<file path="src/rtl/mul_man_pipe.sv">
// Pipelined unsigned mantissa multiplier with normalization and G/R/S rounding decision.
// Define MUL_MAN_PIPE_RNE_EN for round-to-nearest-even; otherwise ties truncate.
module mul_man_pipe #(
    parameter int SIZE_DATA = 24,
    parameter int STAGES    = 3,
    parameter int TAG_W     = 4
) (
    input  logic                 i_clk,
    input  logic                 i_rst_n,
    input  logic                 i_valid,
    output logic                 o_ready,
    input  logic [SIZE_DATA-1:0] i_data_a,
    input  logic [SIZE_DATA-1:0] i_data_b,
    input  logic [TAG_W-1:0]     i_tag,
    output logic                 o_valid,
    input  logic                 i_ready,
    output logic [SIZE_DATA-1:0] o_data_mul,
    output logic                 o_norm_shift,
    output logic                 o_round_up,
    output logic                 o_zero,
    output logic [TAG_W-1:0]     o_tag
);

    localparam int W  = SIZE_DATA;
    localparam int PW = 2 * W;
    localparam int PD = (STAGES > 1) ? STAGES - 1 : 1;

    logic                 w_en;
    logic [PW-1:0]        w_prod;
    logic [PW-1:0]        w_pn;
    logic                 w_vn;
    logic [TAG_W-1:0]     w_tn;
    logic [W-1:0]         w_mant;
    logic                 w_norm;
    logic                 w_g;
    logic                 w_r;
    logic                 w_s;
    logic                 w_rnd;
    logic                 w_zero;

    logic [PW-1:0]        r_p   [PD];
    logic [TAG_W-1:0]     r_pt  [PD];
    logic [PD-1:0]        r_pv;

    logic                 r_ov;
    logic [W-1:0]         r_mant;
    logic                 r_norm;
    logic                 r_rnd;
    logic                 r_zero;
    logic [TAG_W-1:0]     r_otag;

    assign w_en    = ~r_ov | i_ready;
    assign o_ready = w_en;
    assign w_prod  = {{W{1'b0}}, i_data_a} * {{W{1'b0}}, i_data_b};

    // With a single stage the output register sees the raw product directly.
    generate
        if (STAGES == 1) begin : g_direct
            assign w_pn = w_prod;
            assign w_vn = i_valid;
            assign w_tn = i_tag;
        end else begin : g_piped
            assign w_pn = r_p[PD-1];
            assign w_vn = r_pv[PD-1];
            assign w_tn = r_pt[PD-1];
        end
    endgenerate

    always_comb begin
        w_norm = w_pn[PW-1];
        w_mant = w_pn[PW-2:W-1];
        w_g    = w_pn[W-2];
        w_r    = w_pn[W-3];
        w_s    = |w_pn[W-4:0];
        if (w_norm) begin
            w_mant = w_pn[PW-1:W];
            w_g    = w_pn[W-1];
            w_r    = w_pn[W-2];
            w_s    = |w_pn[W-3:0];
        end
        w_zero = (w_pn == '0);
`ifdef MUL_MAN_PIPE_RNE_EN
        w_rnd  = w_g & (w_r | w_s | w_mant[0]);
`else
        w_rnd  = w_g & (w_r | w_s);
`endif
    end

    always_ff @(posedge i_clk or negedge i_rst_n) begin
        if (!i_rst_n) begin
            for (int i = 0; i < PD; i++) begin
                r_p[i]  <= '0;
                r_pt[i] <= '0;
            end
            r_pv <= '0;
        end else if (w_en) begin
            r_p[0]  <= w_prod;
            r_pt[0] <= i_tag;
            r_pv[0] <= i_valid;
            for (int i = 1; i < PD; i++) begin
                r_p[i]  <= r_p[i-1];
                r_pt[i] <= r_pt[i-1];
                r_pv[i] <= r_pv[i-1];
            end
        end
    end

    always_ff @(posedge i_clk or negedge i_rst_n) begin
        if (!i_rst_n) begin
            r_ov   <= 1'b0;
            r_mant <= '0;
            r_norm <= 1'b0;
            r_rnd  <= 1'b0;
            r_zero <= 1'b0;
            r_otag <= '0;
        end else if (w_en) begin
            r_ov   <= w_vn;
            r_mant <= w_mant;
            r_norm <= w_norm;
            r_rnd  <= w_rnd;
            r_zero <= w_zero;
            r_otag <= w_tn;
        end
    end

    assign o_valid      = r_ov;
    assign o_data_mul   = r_mant;
    assign o_norm_shift = r_norm;
    assign o_round_up   = r_rnd;
    assign o_zero       = r_zero;
    assign o_tag        = r_otag;

endmodule

</file>
<file path="config.mk">
export PLATFORM = sky130hd
export DESIGN_NAME = mul_man_pipe
export DESIGN_NICKNAME = d
export VERILOG_FILES = /design/src/rtl/mul_man_pipe.sv
export SDC_FILE = /design/constraint.sdc
export NUM_CORES = 2
export LEC_CHECK = 0
export ABC_AREA = 1
export BUFFER_PORTS_ARGS = -buffer_cell sky130_fd_sc_hd__buf_2
export CAP_MARGIN = 5
export CORE_ASPECT_RATIO = 2
export CORE_MARGIN = 3
export CORE_UTILIZATION = 66
export CTS_BUF_LIST = sky130_fd_sc_hd__clkbuf_4
export CTS_CLUSTER_SIZE = 10
export DETAILED_ROUTE_END_ITERATION = 16
export GPL_ROUTABILITY_DRIVEN = 0
export PLACE_DENSITY = 0.91
export SYNTH_ARGS = -nofsm -noshare
export SYNTH_HDL_FRONTEND = slang
export SYNTH_SLANG_ARGS = --single-unit
</file>
<file path="constraint.sdc">
create_clock -name i_clk -period 1.45 [get_ports i_clk]
set_input_delay 0.0725 -clock i_clk [delete_from_list [all_inputs] [get_ports i_clk]]
set_output_delay 0.0725 -clock i_clk [all_outputs]
set_load 0.05 [all_outputs]
</file>
==> results of run 1 <==
metal layers:
layer	track usage, %	overflow
met3	49.17	1
met4	71.06	14
met5	14.64	0
met2	87.85	7
met1	65.69	0
cell families after synthesis:
group	synth area share [%]
adders and majority gates	45.46
xor gates and xnor gates	0.7407
buffers and inverters	17.16
DFF	13.27
AOI/OAI and AO/OA	3.001
and+or+nand+nor	20.36
repair_timing:
item                                    in CTS
pin swaps                                  165
endpoints found under the setup margin      48
resized for setup                          347
hold buffers                                 7
buffers inserted                            25
hold endpoints to repair                   145
gates cloned                                 3
per-stage QoR:
| step | setup WS (ps) | std cells | instance area, um^2 |
|---|---|---|---|
| floorplan | -3696 | 3471 | 27510 |
| global placement | -4376 | 4189 | 29400 |
| detailed placement | -4494 | 4189 | 29400 |
| CTS | -3645 | 4255 | 31180 |
==> run_results.csv, run 1 <==
group,metric,value,unit
status,status,"aborted with a tool error",
status,lastStage,"global routing (5_1_grt)",
status,error_line,"[ERROR GRT-0232] Routing congestion too high. Check the congestion heatmap in the GUI.",
logic_synthesis,synth_top_cell_area_share,37.09,%
logic_synthesis,synthTopCellsByCount,"nand2_1, inv_1, fa_1, ha_1, dfrtp_1",
logic_synthesis,synth_flop_cell,"dfrtp_1",
die,floorplan.initialDensity,67.05,%
grt,grt_overflow,22,
logic_synthesis,ys_async_sr_fraction,100.0,%
logic_synthesis,ys_ff_latch,138,
die,io_pins,89,
logic_synthesis,synthCells,3471,
grt,grt_start_max_net_pins,67,
logic_synthesis,yosysTopAreaCell,"fa_1",
logic_synthesis,syn-cell-area,0.02601,mm^2
placement,dp_hpwl,63790,um
logic_synthesis,synth_cell_types,36,
clock_network,cts_buffers,17,
logic_synthesis,synth_area_leaders,"fa_1, nand2_1, inv_1, dfrtp_1, ha_1",
sta,worst_endpoint_kind,"sequential cell input",
logic_synthesis,ys_warn_count,0,
logic_synthesis,yosysSeqAreaShare,13.27,%
logic_synthesis,syn_area_per_cell,7.495,um^2
die,dieWidth,146.4,um
die,die_h,286.8,um
clock_network,cts-root-buf,"clkbuf_4",
clock_network,clockBufferDepth,2,
logic_synthesis,synth_nets,4183,
logic_synthesis,synth-edff-count,0,
die,rows,102,
logic_synthesis,synth.most_common_cell,"nand2_1",
grt,groute.usage.overall,67.96,%
clock_network,htree_levels,4,
sta,crit_endpoint,"r_p[93]$_DFFE_PN0P_/D",
placement,io_buffers,88,
clock_network,numClockSinks,138,
==> run 2, diff against run 1 <==
==> config.mk (replaced) <==
export PLATFORM = sky130hd
export DESIGN_NAME = mul_man_pipe
export DESIGN_NICKNAME = d
export VERILOG_FILES = /design/src/rtl/mul_man_pipe.sv
export SDC_FILE = /design/constraint.sdc
export NUM_CORES = 2
export LEC_CHECK = 0
export ABC_AREA = 1
export BUFFER_PORTS_ARGS = -buffer_cell sky130_fd_sc_hd__buf_2
export CAP_MARGIN = 5
export CORE_MARGIN = 3
export CORE_UTILIZATION = 40
export DETAILED_ROUTE_END_ITERATION = 16
export GPL_ROUTABILITY_DRIVEN = 0
export PLACE_DENSITY_LB_ADDON = 0.15
export SYNTH_ARGS = -nofsm -noshare
export SYNTH_HDL_FRONTEND = slang
export SYNTH_SLANG_ARGS = --single-unit
==> run_results.csv, run 2 <==
group,metric,value,unit
die,core-area,0.06366,mm^2
placement,dp.cells,4551,
sta,hold_ws,130.4,ps
clock_network,tritoncts,"done",
die,rows,92,
clock_network,clockBufferDepth,2,
logic_synthesis,synthCells,3471,
cells_and_area,nFillCells,6025,
sta,relSlewSlack,73.02,%
sta,setup_ws,-3711,ps
route,drc,0,
clock_network,cts-root-buf,"clkbuf_16",
clock_network,clkLatencyLatePin,430,ps
hold_path,holdPathEnd,"o_valid",
critical_path,critPathArrivalTime,5470,ps
sta,clock_skew,11.89,ps
critical_path,critPathMaxFanout,7,
placement,dp_slack,-4409,ps
clock_network,numClockSinks,138,
critical_path,rr_startpoint,"o_valid",
cells_and_area,mostFrequentLayoutCell,"inv_1",
logic_synthesis,ys_warn_count,0,
flow_run,maxCapViolCount,0,
logic_synthesis,ys_ff_latch,138,
sta,max_clock_freq,193.8,MHz
route,wl_per_cell,15.25,um
route,first_iter_violations,1280,
grt,groute.usage.overall,21.98,%
critical_path,critPathMaxStageDelay,610,ps
clock_network,cts_buffers,17,
sta,hold_viol,0,
grt,grt_overflow,0,
hold_path,min_path_type,"in -> reg",
status,violations,"negative setup slack",
logic_synthesis,synth.most_common_cell,"nand2_1",
grt,grt_pass1_wl,119000,um
logic_synthesis,synth_flop_cell,"dfrtp_1",
grt,grt_pass1_vias,22790,
critical_path,path_class,"in -> reg",
grt,grt_start_max_net_pins,87,
route,vias,21540,
logic_synthesis,synth-edff-count,0,
critical_path,start_kind,"input pin",
placement,io_buffers,88,
route,drtPass1Iterations,5,
critical_path,end_kind,"register",
status,status,"finished, violations left",
sta,rsz0062_at_grt,"yes",
critical_path,rrSetupSlack,70,ps
die,floorplan.initialDensity,40.87,%
logic_synthesis,synth_top_cell_area_share,37.09,%
route,vias_per_cell,4.632,
logic_synthesis,syn-cell-area,0.02601,mm^2
critical_path,worstReg2RegEnd,"o_zero",
cells_and_area,syn_to_final_growth,31.09,%
sta,slew_viol_final,0,
hold_path,hp-start,"i_ready",
logic_synthesis,synth_cell_types,36,
die,dieArea,0.06813,mm^2
critical_path,crit_slowest_cell,"fa_2",
critical_path,worstPathRequired,1760,ps
hold_path,whs_path_depth,5,
logic_synthesis,synth_nets,4183,
die,io_pins,89,
route,totalWireLength,70910,um
cells_and_area,fin_cells,4651,
route,postRouteAntennaNets,0,
logic_synthesis,ys_async_sr_fraction,100.0,%
critical_path,cp_common_cell,"fa_1",
grt,grt_antenna_before_repair,0,
cells_and_area,layout.nets,4504,
logic_synthesis,synthTopCellsByCount,"nand2_1, inv_1, fa_1, ha_1, dfrtp_1",
sta,tightest_slew,401.0,ps
logic_synthesis,synth_area_leaders,"fa_1, nand2_1, inv_1, dfrtp_1, ha_1",
clock_network,cts.clk_slew.worst_paths,60,ps
cells_and_area,final_cell_mix,"inv_1, nand2_1, fa_1",
logic_synthesis,yosysSeqAreaShare,13.27,%
die,dieWidth,261.0,um
sta,fin_crit_sh,355.9,%
logic_synthesis,yosysTopAreaCell,"fa_1",
sta,fin_crit,5161,ps
logic_synthesis,syn_area_per_cell,7.495,um^2
clock_network,htree_levels,4,
cells_and_area,num_antenna_cells,0,
critical_path,r2r_cells,8,
placement,dp_hpwl,57730,um
die,die_h,261.0,um
sta,setup_viol,45,
cells_and_area,drive_above_1_share,26.49,%
[run 2: cells by family after synthesis]
kind of cell             synth area share, %
AND/OR/NAND/NOR                        20.36
buffers and inverters                  17.16
adder cells (fa/ha/maj)                45.46
AO/OA/AOI/OAI                          3.001
flip-flops                             13.27
XOR/XNOR                              0.7407
[run 2: cell type report]
class                      instances  area, um^2  share of cell area (%)
multi-input combinational       2149       20450                   59.96
timing repair buffer             433        4559                   13.37
inverter                        1053        3981                   11.67
sequential                       138        3455                   10.13
tap                              846        1059                   3.104
clock buffer                      18       439.2                   1.288
clock inverter                    14       160.2                  0.4696
[run 2: metal layers]
layer  global-route usage, %  wire length, um
met1                   29.42            31670
met2                   39.44            36250
met3                   1.499             1733
met4                   4.358             1257
met5                       0                0
[run 2: critical path, delay by kind of cell]
kind	cells	cell delay, ps
fa+ha+maj	8	3900
buf+inv	8	600
simple gates	11	910
[run 2: repair_timing]
item                                    CTS  global route
gates cloned                              6             0
endpoints found under the setup margin   48            69
endpoints found under the hold margin   143             0
hold buffers                              6             0
pin swaps                               205           207
buffers inserted                         44            16
gates resized for setup                 454           266
[run 2: through the flow]
stage,TNS [ps],util (%),instance area [um^2]
global route,-153660,53.57,34100
finish,-145690,53.57,34100
global placement,-178020,47.54,30260
floorplan,-144880,-,27510
detailed placement,-178680,47.54,30260
CTS,-144980,52.07,33140
[run 2: worst max path at each step]
stage,endpoint,slack (ps),cells after the start,startpoint
after floorplan,r_p[74],-3700,28,i_data_a[11]
after global placement,r_p[88],-4380,25,i_data_b[10]
after detailed placement,r_p[74],-4410,26,i_data_a[12]
after CTS,r_p[74],-3680,26,i_data_a[12]
after global routing,r_p[95],-3920,31,i_data_b[3]
final,r_p[93],-3710,27,i_data_a[19]
Power of run 2 is left out: the tool's default activity adds up to more than one toggle a clock period on the data nets, which glitch-free logic cannot reach.
